`src/rtl/stn_pkg.sv`:
```
// Shared types for the STN pixel feeder: pixel depth, FSM state and per-word pixel count.
package stn_pkg;

  typedef enum logic [1:0] {BPP1, BPP2, BPP4, BPP8} bpp_e;

  typedef enum logic [1:0] {IDLE, WAIT, SHIFT} feeder_state_e;

  function automatic logic [5:0] pix_per_word(bpp_e bpp);
    case (bpp)
      BPP1:    return 6'd32;
      BPP2:    return 6'd16;
      BPP4:    return 6'd8;
      default: return 6'd4;
    endcase
  endfunction

  // Encodings 4..7 of the bpp field fall back to 8bpp.
  function automatic bpp_e decode_bpp(logic [2:0] cfg);
    return cfg[2] ? BPP8 : bpp_e'(cfg[1:0]);
  endfunction

endpackage

```
`src/rtl/stn_pixel_expand.sv`:
```
// Widens a 1/2/4/8-bpp pixel to a full byte by repeating its bit pattern.
module stn_pixel_expand
  import stn_pkg::*;
(
  input  logic [7:0] i_raw,
  input  bpp_e       i_bpp,
  output logic [7:0] o_pix
);

  always_comb begin
    case (i_bpp)
      BPP1:    o_pix = {8{i_raw[0]}};
      BPP2:    o_pix = {4{i_raw[1:0]}};
      BPP4:    o_pix = {2{i_raw[3:0]}};
      default: o_pix = i_raw;
    endcase
  end

endmodule

```
`src/rtl/stn_pixel_feeder.sv`:
```
// Unpacks 32-bit DMA words into byte-wide pixels for the STN FIFO and tracks line ends.
// Build option STN_BEPO_EN adds cfg_bepo to select big-endian pixel order within a word.
module stn_pixel_feeder
  import stn_pkg::*;
#(
  parameter int PPL_W = 10
) (
  input  logic             clk,
  input  logic             reset,
  input  logic             lcd_en,
  input  logic [2:0]       cfg_bpp,
  input  logic [PPL_W-1:0] cfg_ppl,
`ifdef STN_BEPO_EN
  input  logic             cfg_bepo,
`endif
  input  logic [31:0]      din,
  input  logic             din_empty,
  output logic             din_rd,
  output logic [7:0]       pixelstn,
  output logic             write,
  input  logic             full,
  output logic             line_done
);

  feeder_state_e    r_state;
  logic [31:0]      r_word;
  logic [4:0]       r_pix_idx;
  logic [PPL_W-1:0] r_ppl_cnt;
  logic             r_line_done;

  bpp_e       w_bpp;
  logic       w_run;
  logic       w_accept;
  logic       w_word_end;
  logic       w_line_end;
  logic       w_last;
  logic [5:0] w_offset;
  logic [5:0] w_shamt;
  logic [7:0] w_raw;
  logic [7:0] w_pix;

  assign w_bpp    = decode_bpp(cfg_bpp);
  // Reset and a dropped enable both suppress strobes in the same cycle they are seen.
  assign w_run    = lcd_en & ~reset;
  assign w_offset = {1'b0, r_pix_idx} << w_bpp;

`ifdef STN_BEPO_EN
  assign w_shamt = cfg_bepo ? (6'd32 - (6'd1 << w_bpp) - w_offset) : w_offset;
`else
  assign w_shamt = w_offset;
`endif

  assign w_raw = 8'(r_word >> w_shamt);

  stn_pixel_expand u_expand (
    .i_raw (w_raw),
    .i_bpp (w_bpp),
    .o_pix (w_pix)
  );

  assign write      = w_run & (r_state == SHIFT) & ~full;
  assign w_accept   = write;
  assign w_word_end = ({1'b0, r_pix_idx} == pix_per_word(w_bpp) - 6'd1);
  assign w_line_end = (r_ppl_cnt == cfg_ppl);
  // A line end drops the rest of the word, so it behaves like the word's last pixel.
  assign w_last     = w_word_end | w_line_end;

  assign din_rd = w_run & ~din_empty &
                  ((r_state == WAIT) | ((r_state == SHIFT) & w_accept & w_last));

  assign pixelstn  = (r_state == SHIFT) ? w_pix : 8'h00;
  assign line_done = r_line_done;

  always_ff @(posedge clk) begin
    if (reset || !lcd_en) begin
      r_state     <= IDLE;
      r_word      <= '0;
      r_pix_idx   <= '0;
      r_ppl_cnt   <= '0;
      r_line_done <= 1'b0;
    end else begin
      r_line_done <= 1'b0;
      case (r_state)
        IDLE: r_state <= WAIT;
        WAIT: begin
          if (din_rd) begin
            r_word    <= din;
            r_pix_idx <= '0;
            r_state   <= SHIFT;
          end
        end
        SHIFT: begin
          if (w_accept) begin
            r_ppl_cnt   <= w_line_end ? '0 : r_ppl_cnt + 1'b1;
            r_line_done <= w_line_end;
            if (w_last) begin
              r_pix_idx <= '0;
              if (din_rd) r_word  <= din;
              else        r_state <= WAIT;
            end else begin
              r_pix_idx <= r_pix_idx + 1'b1;
            end
          end
        end
        default: r_state <= IDLE;
      endcase
    end
  end

endmodule

```
`config.mk`:
```
export PLATFORM = sky130hd
export DESIGN_NAME = stn_pixel_feeder
export DESIGN_NICKNAME = d
export VERILOG_FILES = /design/src/rtl/stn_pkg.sv /design/src/rtl/stn_pixel_expand.sv /design/src/rtl/stn_pixel_feeder.sv
export SDC_FILE = /design/constraint.sdc
export NUM_CORES = 1
export LEC_CHECK = 0
export CAP_MARGIN = 20
export CORE_MARGIN = 10
export CORE_UTILIZATION = 60
export DETAILED_ROUTE_END_ITERATION = 10
export PLACE_DENSITY = 0.95
export SYNTH_ARGS = -nofsm -noshare
export SYNTH_HDL_FRONTEND = slang
export SYNTH_SLANG_ARGS = --single-unit
```
`constraint.sdc`:
```
create_clock -name clk -period 4.9 [get_ports clk]
set_input_delay 0.49 -clock clk [delete_from_list [all_inputs] [get_ports clk]]
set_output_delay 0.49 -clock clk [all_outputs]
set_load 0.005 [all_outputs]
```
Word level (Yosys, flattened, before mapping)
Cells that the tools add are included.

operators by class
  add/subtract/negate cells = 3
  multiply operators = 0
  div/mod/pow operators = 0
  $lt $le $gt $ge = 0
  equality and inequality tests = 10
  shift-type cells = 2
  mux-type cells = 18
  bitwise logic cells = 14
  reduce and logical (&&, ||, !) cells = 10

operators by type and width
  operator                                                             number
  32-bit 2-to-1 mux                                                    3
  32-bit one-hot mux with 2 select lines                               1
  32-bit by 6-bit right shift with 8-bit output                        1
  8-bit one-hot mux with 3 select lines                                1
  6-bit one-hot mux with 3 select lines                                1
  5-bit 2-to-1 mux                                                     3
  10-bit by 1-bit adder with 10-bit output (second input constant)     1
  10-bit == test                                                       1
  10-bit 2-to-1 mux                                                    1
  2-bit 2-to-1 mux                                                     5
  5-bit one-hot mux with 2 select lines                                1
  8-bit 2-to-1 mux                                                     1
  2-bit inequality test (second input constant)                        4
  1-bit bitwise AND                                                    7
  5-bit by 6-bit == test with 1-bit output                             1
  2-bit one-hot mux with 3 select lines                                1
  3-bit AND reduction                                                  2
  5-bit by 2-bit << shifter with 6-bit output                          1
  6-bit by 1-bit subtractor with 6-bit output (second input constant)  1
  5-bit by 1-bit adder with 5-bit output (second input constant)       1
  1-bit inverter                                                       5
  2-bit by 1-bit == test with 1-bit output (second input constant)     2
  2-bit == test (second input constant)                                2
  2-bit zero test                                                      2
  7 further kinds                                                      8

storage, ports and cells
  bits in registers = 50
  latch bits = 0
  RAM bits = 0
  bits in read-only memories = 0
  output and inout port bits = 11
  word-level logic and storage cells = 62
  memories = 0

Depth between registers and ports, before layout
Gate-level depths: netlist of the first run.

  word-level depth = 13
  gate-level depth with buffers = 11

Modules after synthesis
From an unflattened synthesis of the first run, not the netlist that was laid out.

unflattened totals
  cells, all modules = 545
  area, all modules = 4342.9 um2

by module, submodules not included
  module            times used  cells each  area each (um2)  sequential area each (um2)
  stn_pixel_feeder  1           527         4176.5           1001.0
  stn_pixel_expand  1           18          166.4            0.0

Least setup slack after synthesis of the first run
No wires, ideal clock.

  path kind = in2out
  start = in cfg_bpp[0]
  end = out pixelstn[7]
  arrival = 2.413 ns
  setup slack = 1.997 ns
  cell stages on the path = 9
  buffers on the path = 3
  cells stage by stage = buf_6 nor4b_4 buf_6 buf_12 a211oi_2 a311o_1 a32oi_1 a31oi_1 nor4_2

between the ends
  cells in the longest elaborated chain, start to end = 5
  elaborated cells between the ends (all ways) = 8

RTL lines
  what                                           line                    text
  start: declaration                             stn_pixel_feeder.sv:11  input logic [2:0] cfg_bpp,
  2-bit 2-to-1 mux *                             stn_pkg.sv:19           return cfg[2] ? BPP8 : bpp_e'(cfg[1:0]);
  5-bit by 2-bit << shifter with 6-bit output    stn_pixel_feeder.sv:45  assign w_offset = {1'b0, r_pix_idx} << w_bpp;
  32-bit by 6-bit right shift with 8-bit output  stn_pixel_feeder.sv:53  assign w_raw = 8'(r_word >> w_shamt);
  8-bit one-hot mux with 3 select lines *        stn_pixel_expand.sv:11  case (i_bpp)
  8-bit 2-to-1 mux *                             stn_pixel_feeder.sv:71  assign pixelstn = (r_state == SHIFT) ? w_pix : 8'h00;
  end: declaration                               stn_pixel_feeder.sv:19  output logic [7:0] pixelstn,

Mark *: on every way between the ends. The rest lies on a longest branch, timed or not.

Worst setup path after layout of the first run
  start = in cfg_bpp[0]
  end = out pixelstn[3]

Same word-level chain as after synthesis.

==> results of run 1 <==
layout make-up:
type	count	area, um^2	area share
clock inverters	3	22.5	0.00476
clock buffers	5	68.8	0.0146
well taps	80	100	0.0212
multi-input cells	374	2810	0.594
flip-flops and latches	50	1000	0.212
inverters	4	15.0	0.00317
repair buffers	73	711	0.150
cell families after synthesis:
logic type / after synthesis / synth area share
compound gates: 84 / 0.153
xor+xnor: 25 / 0.0528
fa+ha+maj: 2 / 0.00603
buf+inv: 43 / 0.0814
flops: 50 / 0.241
mux: 69 / 0.220
simple gates: 194 / 0.245
sequential cells by signal, indices dropped and copies added, names as in the netlist:
signal     count
line_done      1
r_word        32
r_state        2
r_ppl_cnt     10
r_pix_idx      5
stage by stage:
step | hold WS (ns) | instances | instance area [um^2] | setup slack (ns) | total power [W]
5_1_grt | 0.563 | 589 | 4730 | 0.157 | 0.000812
6_report | 0.512 | 589 | 4730 | 0.357 | 0.000781
3_5_place_dp | 0.490 | 581 | 4640 | 0.442 | 0.000539
2_1_floorplan | 0.460 | 467 | 4150 | 2.00 | 0.000487
3_3_place_gp | 0.478 | 581 | 4640 | 0.512 | 0.000535
4_1_cts | 0.519 | 589 | 4730 | 0.430 | 0.000782
worst max-delay path: cells and delay by family:
kind / cells / cell delay (ns)
AOI/OAI and AO/OA: 4 / 1.04
buffers and inverters: 2 / 1.37
muxes: 1 / 0.48
and+or+nand+nor: 2 / 0.67
path summary, 6_finish.rpt:
path,from,to
setup / recovery,cfg_bpp[0],pixelstn[3]
hold / removal,r_word[0]$_SDFFE_PP0P_,r_word[0]$_SDFFE_PP0P_
setup reg to reg,r_ppl_cnt[0]$_SDFFE_PP0P_,r_word[21]$_SDFFE_PP0P_
hold reg to reg,r_word[0]$_SDFFE_PP0P_,r_word[0]$_SDFFE_PP0P_
power groups by stage:
stage / combinational (W) / sequential, W / clock, W
after floorplan: 0.0000677 / 0.000419 / 0
after CTS: 0.000119 / 0.000410 / 0.000253
final: 0.000120 / 0.000410 / 0.000250
after global placement: 0.000116 / 0.000420 / 0
after detailed placement: 0.000119 / 0.000420 / 0
after global routing: 0.000129 / 0.000411 / 0.000272
cells in the mapped netlist (4+ instances only):
cell type and n:
nor3_1 5, nand2_1 34, xnor2_1 14, a21oi_1 13, xor2_1 11, mux4_1 10, a31oi_1 8, and3_1 5
mux2_2 6, nand3_1 31, a211oi_1 5, nand2b_1 7, nor2_1 60, mux2i_1 48, o21ai_0 13, nand4_1 22
buf_6 9, o211ai_1 13, nor4_1 4, clkbuf_8 5, clkbuf_1 11, mux4_2 4, buf_2 9, dfxtp_1 50
inv_1 4
layer usage:
metal / vias to the layer above / routed length [um]
met4: 0 / 253
met1: 1867 / 4930
li1: 1829 / -
met2: 216 / 5270
met3: 27 / 1070
met5: - / 0
==> flow_summary_export.csv, run 1 <==
group,metric,value,unit
logic_synthesis,yosysSeqAreaShare,0.241,
logic_synthesis,async_flop_share,0,
cts,clock_path_buffers,2,
detailed_routing,first_pass_iters,6,
critical_path,crit_slowest_cell,"clkdlybuf4s50_1",
pwr,clockPowerShare,0.320,
logic_synthesis,synth_top_area_frac,0.241,
place,dp_hpwl,8.94,mm
critical_path,crit_fanout,13,
finish,final_cell_mix,"nor2_1, clkdlybuf4s50_1, dfxtp_1, mux2i_1, nand2_1",
logic_synthesis,synth_edf_count,0,
logic_synthesis,syn_avg_cell_area,8.89,um^2
global_route,grt_busiest_layer,"met2",
pwr,total_leakage_power,1.52,nW
status,status,"finished clean",
logic_synthesis,synthCells,467,
detailed_routing,ant_nets,0,
global_route,grt_max_degree,38,
floorplan,dieArea,0.0106,mm^2
logic_synthesis,syn_nets,519,
pwr,internal_power,0.000575,W
logic_synthesis,synthFlopType,"dfxtp_1",
finish,final_util,0.700,
sta,fmax,0.220,GHz
logic_synthesis,synth_warnings,0,
detailed_routing,drc,0,
critical_path,ff2ff_path_depth,8,
cts,h-tree-depth,2,
sta,hold_viol,0,
global_route,track_usage,0.218,
finish,drive_above_1_share,0.106,
global_route,antenna_found_initial,0,
sta,worstMarginPinSlew,0.803,ns
pwr,p_sw_frac,0.264,
critical_path,r2r_slack,1.98,ns
global_route,grt_pass1_vias,3743,
floorplan,coreArea,0.00676,mm^2
pwr,powerDensity,165,mW/mm^2
detailed_routing,drt_iter0_drc,465,
detailed_routing,via_count,3939,
cts,clk_pin_slew,0.10,ns
floorplan,die_x,103,um
sta,drv_slew,0,
pwr,pwr-share-seq,0.526,
pwr,p_comb_frac,0.154,
cts,clock_latency,0.31,ns
hold_path,hold_class,"reg -> reg",
run,max-cap-violations,0,
critical_path,required,4.41,ns
detailed_routing,drt-total-wl,11.5,mm
place,portBuffers,60,
sta,relSlewSlack,0.460,
sta,post-route-min-period,4.54,ns
floorplan,die_height,103,um
pwr,ir_drop,0.000185,V
cts,cts_buffers,5,
finish,antenna_cells,0,
critical_path,end_kind,"primary output",
cts,root_buffer,"clkbuf_8",
global_route,met2_usage,0.345,
logic_synthesis,ys_ff_latch,50,
global_route,grt_pass1_wl,18.8,mm
global_route,met1_usage,0.288,
sta,fin_setup_tns,0,ns
global_route,grt-ovfl-total,0,
critical_path,cpPeakStageDelay,0.79,ns
sta,fin_crit_sh,0.927,
sta,skew,0.0124,ns
cts,ctsHoldBuffers,0,
logic_synthesis,yosys.cell_types.count,73,
hold_path,min_path_cells,2,
floorplan,boundaryPins,61,
critical_path,startpoint_type,"primary input",
critical_path,path_cells,"clkdlybuf4s50_1 > mux2_2 > nand2_1 > a211oi_1 > o31a_1 > a221oi_1 > a31oi_1 > nor4_1 > clkdlybuf4s50_1",
sta,rsz0062_at_grt,"false",
finish,final_nets,560,
finish,nFillCells,544,
critical_path,worstPathArrival,4.05,ns
cts,cts.sinks,50,
logic_synthesis,synth_area_leader_cell,"dfxtp_1",
sta,setup_viol,0,
logic_synthesis,netlist_area,0.00415,mm^2
detailed_routing,wl_per_cell,19.6,um
floorplan,start_util,0.614,
global_route,grt_use_met3,0.0492,
floorplan,rows,30,
cts,cts_tree,"done",
place,finalWeightedCongestion,1.03,
pwr,switching_power,0.000206,W
critical_path,crit_top_cell,"clkdlybuf4s50_1",
cts,post_cts_buffers,0,
cts,post_cts_resized,0,
finish,area_growth,14.0,%
logic_synthesis,synthTopCellsByArea,"dfxtp_1, mux2i_1, mux4_1, nor2_1, nand3_1",
detailed_routing,routed_via_density,6.69,
critical_path,crit_type,"in -> out",
(Power assumes the default switching activity.)
==> run 2: changes to the inputs <==
Settings changed: DONT_BUFFER_PORTS set to 1, PLACE_DENSITY 0.95 to 0.85.
==> run 2 against run 1 <==
Against the previous run:
- critical path depth shrank 3
- highest routed layer unchanged
- flip-flop and latch count is the same
- sequential share of layout area grew 3.5 points
- core utilization shrank 10 points
- design area shrank 14%
- non-clock buffer count shrank 68
- combinational power shrank 42%
- critical path type unchanged
- worst setup slack gained 0.83 ns
==> flow_summary_export.csv, run 2 (synthesized netlist as in run 1, its figures left out) <==
group,metric,value,unit
status,status,"finished clean",
cts,clk_pin_slew,0.10,ns
sta,relSlewSlack,0.238,
cts,cts_tree,"done",
hold_path,min-delay-start,"din[8]",
finish,final_nets,492,
finish,stdcell_count,521,
cts,cts.sinks,50,
sta,worstMarginPinSlew,1.14,ns
pwr,powerDensity,178,mW/mm^2
global_route,grt_pass1_vias,3361,
finish,largest_register,"r_word",
place,portBuffers,0,
sta,timing.hold.ws,0.330,ns
sta,finalWorstSetupSlack,1.19,ns
hold_path,whs_endpoint,"r_word[8]$_SDFFE_PP0P_",
floorplan,dieArea,0.0106,mm^2
sta,post-route-min-period,3.71,ns
floorplan,coreArea,0.00676,mm^2
finish,antenna_cells,0,
cts,h-tree-depth,2,
floorplan,rows,30,
place,dp_hpwl,8.01,mm
detailed_routing,drt_iter0_drc,428,
detailed_routing,ant_nets,0,
finish,largest_reg_flops,32,
pwr,ir_drop,0.000188,V
detailed_routing,wl_per_cell,20.7,um
finish,area_growth,-2.29,%
sta,fin_crit_sh,0.757,
cts,clock_path_buffers,2,
sta,skew,0.00873,ns
floorplan,boundaryPins,61,
finish,largestRegisters,"r_word: 32 flops, r_ppl_cnt: 10 flops, r_pix_idx: 5 flops",
global_route,grt_busiest_layer,"met2",
global_route,met2_usage,0.297,
place,finalWeightedCongestion,1.02,
sta,drv_slew,0,
detailed_routing,first_pass_iters,7,
global_route,grt_use_met3,0.0711,
place,preCtsSetupSlack,1.29,ns
detailed_routing,drt-total-wl,10.8,mm
sta,hold_viol,0,
finish,final_common_cell,"nor2_1",
critical_path,worstPathArrival,3.22,ns
finish,drive_above_1_share,0.104,
pwr,total_leakage_power,1.25,nW
cts,ctsHoldBuffers,0,
cts,post_cts_resized,0,
critical_path,ff2ff_path_depth,8,
cts,post_cts_buffers,0,
floorplan,die_height,103,um
detailed_routing,drc,0,
floorplan,die_x,103,um
critical_path,crit-reg2reg-capture,"r_word[29]$_SDFFE_PP0P_",
finish,final_cell_mix,"nor2_1, dfxtp_1, mux2i_1, nand2_1, nand3_1",
detailed_routing,routed_via_density,6.87,
global_route,grt-ovfl-total,0,
hold_path,min_path_cells,2,
cts,root_buffer,"clkbuf_8",
global_route,grt_pass1_wl,17.0,mm
critical_path,r2r_slack,2.21,ns
critical_path,crit_type,"in -> out",
run,max-cap-violations,0,
critical_path,crit_fanout,17,
place,dp_cells,513,
global_route,met1_usage,0.266,
floorplan,start_util,0.614,
hold_path,hold_class,"in -> reg",
cts,cts_buffers,5,
cts,clock_latency,0.31,ns
sta,fmax,0.269,GHz
critical_path,startpoint_type,"primary input",
sta,rsz0062_at_grt,"false",
pwr,power.total,0.000722,W
critical_path,end_kind,"primary output",
detailed_routing,via_count,3581,
sta,setup_viol,0,
critical_path,reg2reg_from,"r_ppl_cnt[7]$_SDFFE_PP0P_",
critical_path,required,4.41,ns
global_route,grt_max_degree,38,
critical_path,startpoint,"cfg_bpp[1]",
global_route,antenna_found_initial,0,
global_route,track_usage,0.199,
sta,fin_setup_tns,0,ns
==> run 2: cell count changes in the layout (fill, tap and decap cells not counted), sizes merged <==
cell / previous run / this run
inv: 6 / 4
clkdlybuf4s50: 60 / 0
clkinv: 1 / 2
clkinvlp: 0 / 1
buf: 13 / 5
==> run 2: routing by layer <==
layer | part of all wire | up-vias
li1 | - | 1693
met4 | 0.019 | 0
met1 | 0.43 | 1686
met3 | 0.11 | 22
met5 | 0 | -
met2 | 0.44 | 180
==> run 2: report_power, final <==
group          leakage, nW  internal (W)  switching [W]  total (W)
Sequential           0.403      0.000408     0.00000246   0.000410
Combinational        0.802     0.0000266      0.0000433  0.0000700
Clock               0.0441      0.000101       0.000141   0.000242
==> run 2: through the flow <==
stage | util | instance area (um^2)
2_1_floorplan | - | 4150
3_3_place_gp | 0.587 | 3970
3_5_place_dp | 0.587 | 3970
4_1_cts | 0.600 | 4060
5_1_grt | 0.600 | 4060
6_report | 0.600 | 4060
==> run 2: worst max path at each step <==
| stage | to | cells after the start |
|---|---|---|
| 5_1_grt | pixelstn[3] | 7 |
| 4_1_cts | pixelstn[3] | 7 |
| 3_3_place_gp | pixelstn[3] | 6 |
| 3_5_place_dp | pixelstn[3] | 6 |
| 2_1_floorplan | pixelstn[7] | 9 |
| 6_report | pixelstn[3] | 6 |
==> run 2: critical path: stages <==
cell,delay [ns]
or2_0,0.85
o32a_1,0.75
nor3_1,0.19
nor4_4,0.42
nor3_2,0.10
nor4_1,0.41
==> run 2: area by class of cell <==
| class | count | area, um^2 |
|---|---|---|
| Clock buffer | 5 | 68.8 |
| Clock inverter | 3 | 21.3 |
| Fill cell | 613 | 2700 |
| Inverter | 4 | 15.0 |
| Multi-Input combinational cell | 374 | 2810 |
| Sequential cell | 50 | 1000 |
| Tap cell | 80 | 100 |
| Timing Repair Buffer | 5 | 37.5 |
